[src/rtl/bf16_add_sequencer_if.sv]
// Handshake bundle between the operand source, the external bf16 adder and
// the result sink. "slave" is the sequencer's view, "master" the environment's.
interface bf16_add_sequencer_if;
  logic        in_valid;
  logic        in_ready;
  logic [15:0] in_a;
  logic [15:0] in_b;
  logic [15:0] add_a;
  logic [15:0] add_b;
  logic        add_ready;
  logic [15:0] add_sum;
  logic        out_valid;
  logic        out_ready;
  logic [15:0] out_sum;
  logic        err_timeout;

  modport slave (
    input  in_valid, in_a, in_b, add_ready, add_sum, out_ready,
    output in_ready, add_a, add_b, out_valid, out_sum, err_timeout
  );

  modport master (
    output in_valid, in_a, in_b, add_ready, add_sum, out_ready,
    input  in_ready, add_a, add_b, out_valid, out_sum, err_timeout
  );
endinterface

[src/rtl/bf16_add_sequencer.sv]
// Operand-pair FIFO feeding an external bf16 adder one pair at a time.
// Results are captured and held for a ready/valid sink; a stalled adder
// handshake is abandoned after TIMEOUT cycles and flagged in err_timeout.
// Values are treated as opaque 16-bit words.
module bf16_add_sequencer #(
  parameter int DEPTH   = 4,
  parameter int TIMEOUT = 15
) (
  input logic                   clock,
  input logic                   nreset,
  bf16_add_sequencer_if.slave   bus
);

  localparam int AW = $clog2(DEPTH);
  localparam int TW = ($clog2(TIMEOUT + 1) > 4) ? $clog2(TIMEOUT + 1) : 4;
  localparam logic [AW:0]   FULL_COUNT = (AW + 1)'(DEPTH);
  localparam logic [TW-1:0] TIMER_MAX  = TW'(TIMEOUT);

  typedef enum logic [1:0] {IDLE, ISSUE, WAIT, HOLD} state_t;

  state_t            state_reg;
  state_t            state_next;

  logic [31:0]       mem [DEPTH];
  logic [AW-1:0]     wr_ptr_reg;
  logic [AW-1:0]     rd_ptr_reg;
  logic [AW:0]       count_reg;
  logic [31:0]       head;

  logic [TW-1:0]     timer_reg;
  logic [15:0]       add_a_reg;
  logic [15:0]       add_b_reg;
  logic [15:0]       out_sum_reg;
  logic              out_valid_reg;
  logic              err_reg;

  logic              push;
  logic              pop;
  logic              timer_clear;
  logic              timer_inc;
  logic              capture;
  logic              out_done;
  logic              timeout_hit;

  // Full is judged on the registered count only, so a same-cycle pop never
  // opens a slot for a push.
  assign bus.in_ready = (count_reg < FULL_COUNT);
  assign push         = bus.in_valid && bus.in_ready;
  assign head         = mem[rd_ptr_reg];

  assign bus.add_a       = add_a_reg;
  assign bus.add_b       = add_b_reg;
  assign bus.out_valid   = out_valid_reg;
  assign bus.out_sum     = out_sum_reg;
  assign bus.err_timeout = err_reg;

  // FIFO storage write; contents need no reset since count gates every read.
  always_ff @(posedge clock) begin
    if (push) begin
      mem[wr_ptr_reg] <= {bus.in_a, bus.in_b};
    end
  end

  // FIFO pointers and occupancy; pointers wrap naturally at DEPTH.
  always_ff @(posedge clock or negedge nreset) begin
    if (!nreset) begin
      wr_ptr_reg <= '0;
      rd_ptr_reg <= '0;
      count_reg  <= '0;
    end else begin
      if (push) wr_ptr_reg <= wr_ptr_reg + AW'(1);
      if (pop)  rd_ptr_reg <= rd_ptr_reg + AW'(1);
      case ({push, pop})
        2'b10:   count_reg <= count_reg + (AW + 1)'(1);
        2'b01:   count_reg <= count_reg - (AW + 1)'(1);
        default: count_reg <= count_reg;
      endcase
    end
  end

  // FSM state register.
  always_ff @(posedge clock or negedge nreset) begin
    if (!nreset) begin
      state_reg <= IDLE;
    end else begin
      state_reg <= state_next;
    end
  end

  // Next-state and control strobes; an adder ack wins over a coincident timeout.
  always_comb begin
    state_next  = state_reg;
    pop         = 1'b0;
    timer_clear = 1'b0;
    timer_inc   = 1'b0;
    capture     = 1'b0;
    out_done    = 1'b0;
    timeout_hit = 1'b0;
    case (state_reg)
      IDLE: begin
        if ((count_reg != '0) && bus.add_ready) begin
          pop         = 1'b1;
          timer_clear = 1'b1;
          state_next  = ISSUE;
        end
      end
      ISSUE: begin
        if (!bus.add_ready) begin
          timer_clear = 1'b1;
          state_next  = WAIT;
        end else if (timer_reg == TIMER_MAX) begin
          timeout_hit = 1'b1;
          state_next  = IDLE;
        end else begin
          timer_inc = 1'b1;
        end
      end
      WAIT: begin
        if (bus.add_ready) begin
          capture    = 1'b1;
          state_next = HOLD;
        end else if (timer_reg == TIMER_MAX) begin
          timeout_hit = 1'b1;
          state_next  = IDLE;
        end else begin
          timer_inc = 1'b1;
        end
      end
      HOLD: begin
        if (bus.out_ready) begin
          out_done   = 1'b1;
          state_next = IDLE;
        end
      end
      default: state_next = IDLE;
    endcase
  end

  // Handshake timer, cleared at each phase entry.
  always_ff @(posedge clock or negedge nreset) begin
    if (!nreset) begin
      timer_reg <= '0;
    end else if (timer_clear) begin
      timer_reg <= '0;
    end else if (timer_inc) begin
      timer_reg <= timer_reg + TW'(1);
    end
  end

  // Operand registers: loaded only at pop so they stay put for the whole transaction.
  always_ff @(posedge clock or negedge nreset) begin
    if (!nreset) begin
      add_a_reg <= '0;
      add_b_reg <= '0;
    end else if (pop) begin
      add_a_reg <= head[31:16];
      add_b_reg <= head[15:0];
    end
  end

  // Result capture/hold and the sticky timeout flag.
  always_ff @(posedge clock or negedge nreset) begin
    if (!nreset) begin
      out_sum_reg   <= '0;
      out_valid_reg <= 1'b0;
      err_reg       <= 1'b0;
    end else begin
      if (capture) begin
        out_sum_reg   <= bus.add_sum;
        out_valid_reg <= 1'b1;
      end else if (out_done) begin
        out_valid_reg <= 1'b0;
      end
      if (timeout_hit) begin
        err_reg <= 1'b1;
      end
    end
  end

endmodule

[src/flat_wrapper.sv]
// flat-port wrapper written by rule: the top's interface ports become plain ports
module bf16_add_sequencer_flat 
#(
  parameter int DEPTH   = 4,
  parameter int TIMEOUT = 15
)
  (clock, nreset, bus_in_valid, bus_in_a, bus_in_b, bus_add_ready, bus_add_sum, bus_out_ready, bus_in_ready, bus_add_a, bus_add_b, bus_out_valid, bus_out_sum, bus_err_timeout);
  bf16_add_sequencer_if bus_i ();
  input logic clock;
  input logic nreset;
  input wire logic [$bits(bus_i.in_valid)-1:0] bus_in_valid;
  input wire logic [$bits(bus_i.in_a)-1:0] bus_in_a;
  input wire logic [$bits(bus_i.in_b)-1:0] bus_in_b;
  input wire logic [$bits(bus_i.add_ready)-1:0] bus_add_ready;
  input wire logic [$bits(bus_i.add_sum)-1:0] bus_add_sum;
  input wire logic [$bits(bus_i.out_ready)-1:0] bus_out_ready;
  output wire logic [$bits(bus_i.in_ready)-1:0] bus_in_ready;
  output wire logic [$bits(bus_i.add_a)-1:0] bus_add_a;
  output wire logic [$bits(bus_i.add_b)-1:0] bus_add_b;
  output wire logic [$bits(bus_i.out_valid)-1:0] bus_out_valid;
  output wire logic [$bits(bus_i.out_sum)-1:0] bus_out_sum;
  output wire logic [$bits(bus_i.err_timeout)-1:0] bus_err_timeout;
  assign bus_i.in_valid = bus_in_valid;
  assign bus_i.in_a = bus_in_a;
  assign bus_i.in_b = bus_in_b;
  assign bus_i.add_ready = bus_add_ready;
  assign bus_i.add_sum = bus_add_sum;
  assign bus_i.out_ready = bus_out_ready;
  assign bus_in_ready = bus_i.in_ready;
  assign bus_add_a = bus_i.add_a;
  assign bus_add_b = bus_i.add_b;
  assign bus_out_valid = bus_i.out_valid;
  assign bus_out_sum = bus_i.out_sum;
  assign bus_err_timeout = bus_i.err_timeout;
  bf16_add_sequencer #(.DEPTH(DEPTH), .TIMEOUT(TIMEOUT)) u_core (.clock(clock), .nreset(nreset), .bus(bus_i));
endmodule
[config.mk]
export PLATFORM = sky130hd
export DESIGN_NAME = bf16_add_sequencer_flat
export DESIGN_NICKNAME = d
export VERILOG_FILES = /design/src/rtl/bf16_add_sequencer_if.sv /design/src/rtl/bf16_add_sequencer.sv /design/src/flat_wrapper.sv
export SDC_FILE = /design/constraint.sdc
export NUM_CORES = 1
export LEC_CHECK = 0
export ABC_AREA = 1
export CAP_MARGIN = 20
export CORE_MARGIN = 10
export CORE_UTILIZATION = 35
export DETAILED_ROUTE_END_ITERATION = 8
export HOLD_SLACK_MARGIN = 0.05
export MAX_ROUTING_LAYER = met4
export RECOVER_POWER = 50
export SLEW_MARGIN = 20
export SYNTH_ARGS = -nofsm -noshare
export SYNTH_HDL_FRONTEND = slang
export SYNTH_SLANG_ARGS = --single-unit
[constraint.sdc]
create_clock -name clock -period 3.4 [get_ports clock]
set_input_delay 0.68 -clock clock [delete_from_list [all_inputs] [get_ports clock]]
set_output_delay 0.68 -clock clock [all_outputs]
set_load 0.02 [all_outputs]
; Yosys cells after proc, flatten, opt, wreduce, memory -nomap -nowiden
; Memories as Yosys holds them, arrays and structs flattened. A register that Yosys moved wholly into a read port is not among the register bits.
; Cells that the tools add are included.
[word_totals]
reg_bits = 31
ram_bits = 128
input_bits = 53
out_inout_bits = 51
mem_count = 1
[mem_list]
columns = memory, words, word_bits, read_ports, rd_ports_with_merged_regs, wr, line_no
row1 = u_core.mem, 4, 32, 1, 1, 1, bf16_add_sequencer.sv:24  ; logic [31:0] mem [DEPTH];
[classes]
addsub = 5
order_cmp = 1
eq_ne = 8
muxes = 29
n_reduce_logical = 9
[op_table]
columns = operator, n
row1 = $mux 1, 17
row2 = $mux 2, 5
row3 = $mux 4, 2
row4 = $pmux 2 s4, 1
row5 = $eq 2x2->1 const B, 3
row6 = $pmux 1 s2, 3
row7 = $pmux 3 s2, 1
row8 = $reduce_bool 2->1, 3
row9 = $add 2x1->2 const B, 2
row10 = $add 4x1->4 const B, 1
row11 = $eq 2x1->1 const B, 2
row12 = $eq 4x4->1 const B, 1
row13 = $add 3x1->3 const B, 1
row14 = $lt 3x3->1 const B, 1
row15 = $reduce_bool 3->1, 1
row16 = $sub 3x1->3 const B, 1
row17 = $logic_and 1x1->1, 2
row18 = $logic_not 2->1, 1
row19 = $ne 2x1->1 const B, 1
row20 = $ne 2x2->1 const B, 1
row21 = $reduce_and 2->1, 1
row22 = $logic_not 1->1, 1

; Longest topological paths before layout
; Gate-level depths: netlist of the first run.
[logic_depth]
ltp_word = 6
mapped_depth = 11

; Least setup slack after synthesis of the first run
; Ideal clock, no wire load.
[synth_timing]
path_kind = input port to flip-flop
from = in bus_in_valid
to = mem u_core.mem[0][0] (enable)
setup_ps = 421
t_arrival_ps = 2217
required_ps = 2979
path_slack_ps = 761
path_stages = 2
n_path_buf = 0
cell_sequence = nand2_1 > nor2_1
[synth_between]
elab_chain_len = 3
[synth_rtl]
columns = item, line_no
row1 = "start, declared", flat_wrapper.sv:11  ; input wire logic [$bits(bus_i.in_valid)-1:0] bus_in_valid;
row2 = $logic_and 1x1->1, bf16_add_sequencer.sv:48  ; assign push = bus.in_valid && bus.in_ready;
row3 = $mux 1, bf16_add_sequencer.sv:59  ; if (push) begin
row4 = $mux 1 (not written as such), bf16_add_sequencer.sv:60  ; mem[wr_ptr_reg] <= {bus.in_a, bus.in_b};
row5 = "end, declared", bf16_add_sequencer.sv:24
; No other way between the ends.

; Worst setup path after layout of the first run
[layout_timing]
from = in bus_in_valid
to = mem u_core.mem[3][24] (enable)
; Same word-level chain as after synthesis.

==> run_results.csv, run 1 <==
group,metric,value,unit
floorplan,start_util,0.354,
floorplan,io_pins,104,
run_status,failed_checks,"max-capacitance violations, max-slew violations",
finish,largest_reg_flops,128,
global_routing,antenna_found_initial,1,
drt,viasPerCell,4.64,
finish,fin_util,0.437,
setup_path,critPathMaxFanout,15,
sta,final.setup.tns,0,ps
run_status,outcome,"finished, violations left",
setup_path,critPathCaptureType,"flip-flop",
power,power_frac_clock,0.226,
clock_tree,cts_buffers,17,
sta,hold_viol_final,0,
sta,hold_ws,473,ps
synthesis,synth_area,7690,sq um
power,power,8.13,mW
synthesis,synth_fp_nets,687,
drt,ant_nets,0,
placement,place_area,8960,sq um
synthesis,synthCells,622,
finish,drive_gt1_frac,0.0984,
power,vdd_drop_max,0.378,mV
clock_tree,root_buffer,"clkbuf_16",
sta,finalWorstSetupSlack,885,ps
setup_path,r2r_slack,1210,ps
global_routing,grt_start_max_net_pins,65,
finish,fin_cells,1023,
power,leakage,3.67,nW
synthesis,synth_edf_count,128,
floorplan,rows,54,
placement,dp.cells,990,
min_path,min_path_type,"reg2reg",
finish,area_growth,23.2,%
clock_tree,path_clk_slew,70,ps
global_routing,grt-ovfl-total,0,
power,pwr-share-comb,0.363,
placement,portBuffers,103,
sta,rsz0062_at_grt,"no",
global_routing,track_usage,0.119,
finish,regMostFlops,"u_core.mem",
clock_tree,cts_buffer_depth,2,
drt,first_pass_iters,4,
clock_tree,clkSinkCount,191,
power,switching_share,0.360,
drt,drc,0,
synthesis,async_flop_share,0.330,
clock_tree,hold_buffers,0,
setup_path,setup.worst_path.start_class,"input port",
setup_path,criticalPathCategory,"in2reg",
synthesis,synth_seq_cells,191,
global_routing,grt_pass1_vias,4878,
finish,layout_commonest_cell,"edfxtp_1",
synthesis,synth.distinct_cells,34,
setup_path,cp.required,3440,ps
clock_tree,postCtsSetupRepairBufs,0,
finish,fin_nets,794,
synthesis,yosys_warnings,0,
drt,drt-initial-drc-count,326,
drt,wl_per_cell,15.9,um
drt,finalWirelength,16.2,mm
sta,finalCritPeriodShare,0.740,
drt,vias,4742,
placement,hpwl,9.90,mm
synthesis,ys.flop_type,"edfxtp_1",
sta,clock_skew,9.19,ps
run,maxCapViolCount,1,
synthesis,syn_avg_cell_area,12.4,sq um
sta,slew_headroom,-0.153,
sta,setup_viol,0,
power,p_per_area,858,nW/um^2
finish,layout_common_cells,"edfxtp_1 (128), nand2_1 (121), nor2_1 (98)",
clock_tree,cts_resized,0,
floorplan,chipWidth,168,um
placement,place_ws,696,ps
floorplan,die_y,168,um
synthesis,ys_seq_area_frac,0.705,
sta,period_needed,2520,ps
power,seqPwrFrac,0.410,
global_routing,grt_pass1_wl,26.2,mm
finish,fin_area,9470,sq um
setup_path,cp_data_arrival_time,2560,ps
power,intPower,5.20,mW
placement,gp_congestion,0.738,
power,p_sw,2.92,mW
clock_tree,cts_tree,"done",
sta,tightest_slew,1730,ps
clock_tree,htreeDepth,4,
clock_tree,insertion_delay,420,ps
floorplan,die_area,28300,sq um
sta,slew_violations,64,
floorplan,core_area,21700,sq um
sta,fmax,398,MHz
metal layers:
layer,GRT usage,up-vias,share of wire
li1,-,2325,-
met2,0.193,113,0.48
met3,0.0305,15,0.050
met5,-,-,0
met4,0.0363,0,0.012
met1,0.144,2289,0.46
path summary, 6_finish.rpt:
check	from	end	cells past startpoint
worst max register to register	u_core.count_reg[2]	u_core.mem[3][24]	5
min in group asynchronous	nreset	u_core.bus.out_sum[6]	1
worst min register to register	u_core.bus.err_timeout	u_core.bus.err_timeout	1
max in group asynchronous	nreset	u_core.rd_ptr_reg[0]	1
worst min-delay path	u_core.bus.err_timeout	u_core.bus.err_timeout	1
worst max-delay path	bus_in_valid	u_core.mem[3][24]	5
cell usage after synthesis (all sizes together) (3+ instances only):
| library cell | instances | area [sq um] |
|---|---|---|
| nand3 | 13 | 82.6 |
| a21oi | 3 | 15.0 |
| nor2 | 105 | 402 |
| nand2 | 122 | 468 |
| xor2 | 6 | 52.6 |
| mux2 | 16 | 210 |
| buf | 26 | 248 |
| ha | 11 | 138 |
| o21ai | 101 | 509 |
| clkbuf | 3 | 13.8 |
| inv | 19 | 73.8 |
| edfxtp | 128 | 3840 |
| dfrtp | 63 | 1580 |
worst max-delay path: stages:
cell           delay [ps]
dlygate4sd3_1         520
nand2_1                80
clkbuf_1              310
nor2_4                170
clkbuf_1              780
kinds of logic after synthesis:
kind of cell,after synthesis,share of synthesized area
buffers and inverters,49,0.0441
DFF,191,0.705
xor gates and xnor gates,7,0.00798
and+or+nand+nor,241,0.125
muxes,16,0.0273
adders and majority gates,12,0.0205
AOI/OAI and AO/OA,106,0.0702
power groups by stage:
stage               combinational (mW)  sequential [mW]  clock [mW]
finish                            2.95             3.34        1.84
global route                      3.32             3.41        1.98
CTS                               3.06             3.34        1.88
detailed placement                3.05             3.39           0
global placement                  2.93             3.41           0
floorplan                         1.71             3.64           0
cell type report:
cell class	count	area, sq um
Inverter	20	77.6
Clock inverter	13	105
Clock buffer	19	433
Timing Repair Buffer	117	1140
Sequential cell	191	5420
Fill cell	1992	12200
Antenna cell	1	2.50
Multi-Input combinational cell	382	1950
Tap cell	280	350
Power figures use the tool's default switching activity.
==> run 2, diff against run 1 <==
Clock period 3.4 ns to 2.4 ns, I/O delays scaled along.
==> run 2 against run 1 <==
Worst hold slack is essentially flat. Wire length shrank 0.85%. Via count shrank 1.1%. The run now ends clean. Largest power group unchanged. Setup slack lost 560 ps. Combinational power grew 42%. Critical path type unchanged. First-iteration DRC count shrank 33%. Sequential cell count is the same. Critical endpoint unchanged. Sequential power grew 41%. Register-to-register slack lost 870 ps. Critical path depth is the same. Clock power grew 46%.
==> run_results.csv, run 2 (synthesis results as in run 1) <==
group,metric,value,unit
run_status,outcome,"finished, final reports clean",
clock_tree,cts_tree,"done",
clock_tree,path_clk_slew,70,ps
floorplan,chipWidth,168,um
sta,tightest_slew,982,ps
finish,fin_area,9550,sq um
placement,hpwl,10.3,mm
drt,ant_nets,0,
global_routing,grt_pass1_wl,26.0,mm
setup_path,crit_path_start,"bus_in_valid",
floorplan,die_area,28300,sq um
sta,hold_ws,473,ps
drt,drt-initial-drc-count,220,
sta,finalCritPeriodShare,0.866,
clock_tree,cts_resized,0,
power,p_per_area,1210,nW/um^2
finish,largest_reg_flops,128,
floorplan,rows,54,
finish,layout_commonest_cell,"edfxtp_1",
run,maxCapViolCount,0,
setup_path,setup.worst_path.start_class,"input port",
finish,regMostFlops,"u_core.mem",
global_routing,antenna_found_initial,1,
min_path,worstHoldStart,"u_core.bus.out_valid",
floorplan,die_y,168,um
min_path,min_path_type,"reg2reg",
sta,final.setup.tns,0,ps
drt,vias,4689,
sta,slew_violations,0,
global_routing,grt-ovfl-total,0,
setup_path,criticalPathCategory,"in2reg",
floorplan,start_util,0.354,
floorplan,io_pins,104,
power,vdd_drop_max,0.517,mV
floorplan,core_area,21700,sq um
drt,viasPerCell,4.56,
finish,area_growth,24.3,%
sta,fmax,481,MHz
sta,slew_headroom,0.345,
finish,fin_nets,799,
sta,period_needed,2080,ps
setup_path,critPathCaptureType,"flip-flop",
clock_tree,clkSinkCount,191,
placement,place_area,9020,sq um
clock_tree,insertion_delay,410,ps
sta,setup_viol,0,
placement,dp.cells,994,
setup_path,critPathMaxFanout,20,
setup_path,cp.required,2430,ps
clock_tree,cts_buffers,17,
drt,wl_per_cell,15.6,um
finish,fin_cells,1028,
drt,drc,0,
sta,hold_viol_final,0,
global_routing,grt_start_max_net_pins,39,
placement,portBuffers,103,
global_routing,grt_pass1_vias,4852,
finish,fin_util,0.440,
drt,first_pass_iters,4,
finish,layout_common_cells,"edfxtp_1 (128), nand2_1 (121), nor2_1 (99)",
clock_tree,htreeDepth,4,
sta,rsz0062_at_grt,"no",
clock_tree,root_buffer,"clkbuf_16",
drt,finalWirelength,16.1,mm
global_routing,track_usage,0.118,
placement,gp_congestion,0.714,
finish,drive_gt1_frac,0.106,
clock_tree,cts_buffer_depth,2,
setup_path,reg2reg_from,"u_core.state_reg[0]",
power,leakage,3.72,nW
sta,clock_skew,8.86,ps
setup_path,r2r_cells,10,
setup_path,cp_data_arrival_time,2110,ps
min_path,min_path_cells,2,
-- run 2: changes by cell type in the layout (fill, tap and decap cells not counted), moves of 2 or more --
cell and change:
buf_12 +3, buf_4 +3, clkbuf_1 -3, clkinv_4 -2
-- run 2: what timing repair did --
action	in CTS	in global routing
setup buffers	0	0
endpoints found under the hold margin	32	0
hold buffers	1	0
-- run 2: final cells by class --
cell class | count | area, sq um
Fill cell | 1996 | 12100
Tap cell | 280 | 350
Clock buffer | 18 | 429
Sequential cell | 191 | 5420
Inverter | 20 | 77.6
Antenna cell | 1 | 2.50
Clock inverter | 14 | 133
Timing Repair Buffer | 122 | 1200
Multi-Input combinational cell | 382 | 1940
-- run 2: final timing paths --
| path | endpoint | slack [ps] |
|---|---|---|
| worst max-delay path | u_core.mem[3][24] | 320 |
| worst min-delay path | u_core.bus.out_valid | 470 |
| worst max register to register | u_core.count_reg[2] | 340 |
| worst min register to register | u_core.bus.out_valid | 470 |
| max in group asynchronous | u_core.bus.add_b[14] | 940 |
| min in group asynchronous | u_core.bus.out_sum[8] | 750 |
-- run 2: through the flow --
stage               setup slack, ps  power (mW)
floorplan                     -82.2        7.58
global placement                128        9.05
detailed placement              113        9.13
CTS                             338        11.9
global route                    153        12.5
finish                          321        11.6
-- run 2: power breakdown --
| group | switching [mW] | internal, mW | total (mW) | leakage [nW] |
|---|---|---|---|---|
| logic | 2.46 | 1.73 | 4.19 | 1.51 |
| registers | 0.396 | 4.31 | 4.70 | 1.94 |
| clock network | 1.23 | 1.45 | 2.69 | 0.269 |
-- run 2: critical path: stages --
cell and delay, ps:
dlygate4sd3_1 530, nand2_1 90, clkbuf_1 520, nor2_4 40
clkbuf_2 430
-- run 2: routing by layer --
layer  vias up  track usage  wire length [um]
met2        92        0.195              7740
met3        11       0.0284               582
met1      2240        0.142              7570
li1       2346            -                 -
met5         -            -                 0
met4         0       0.0341               184
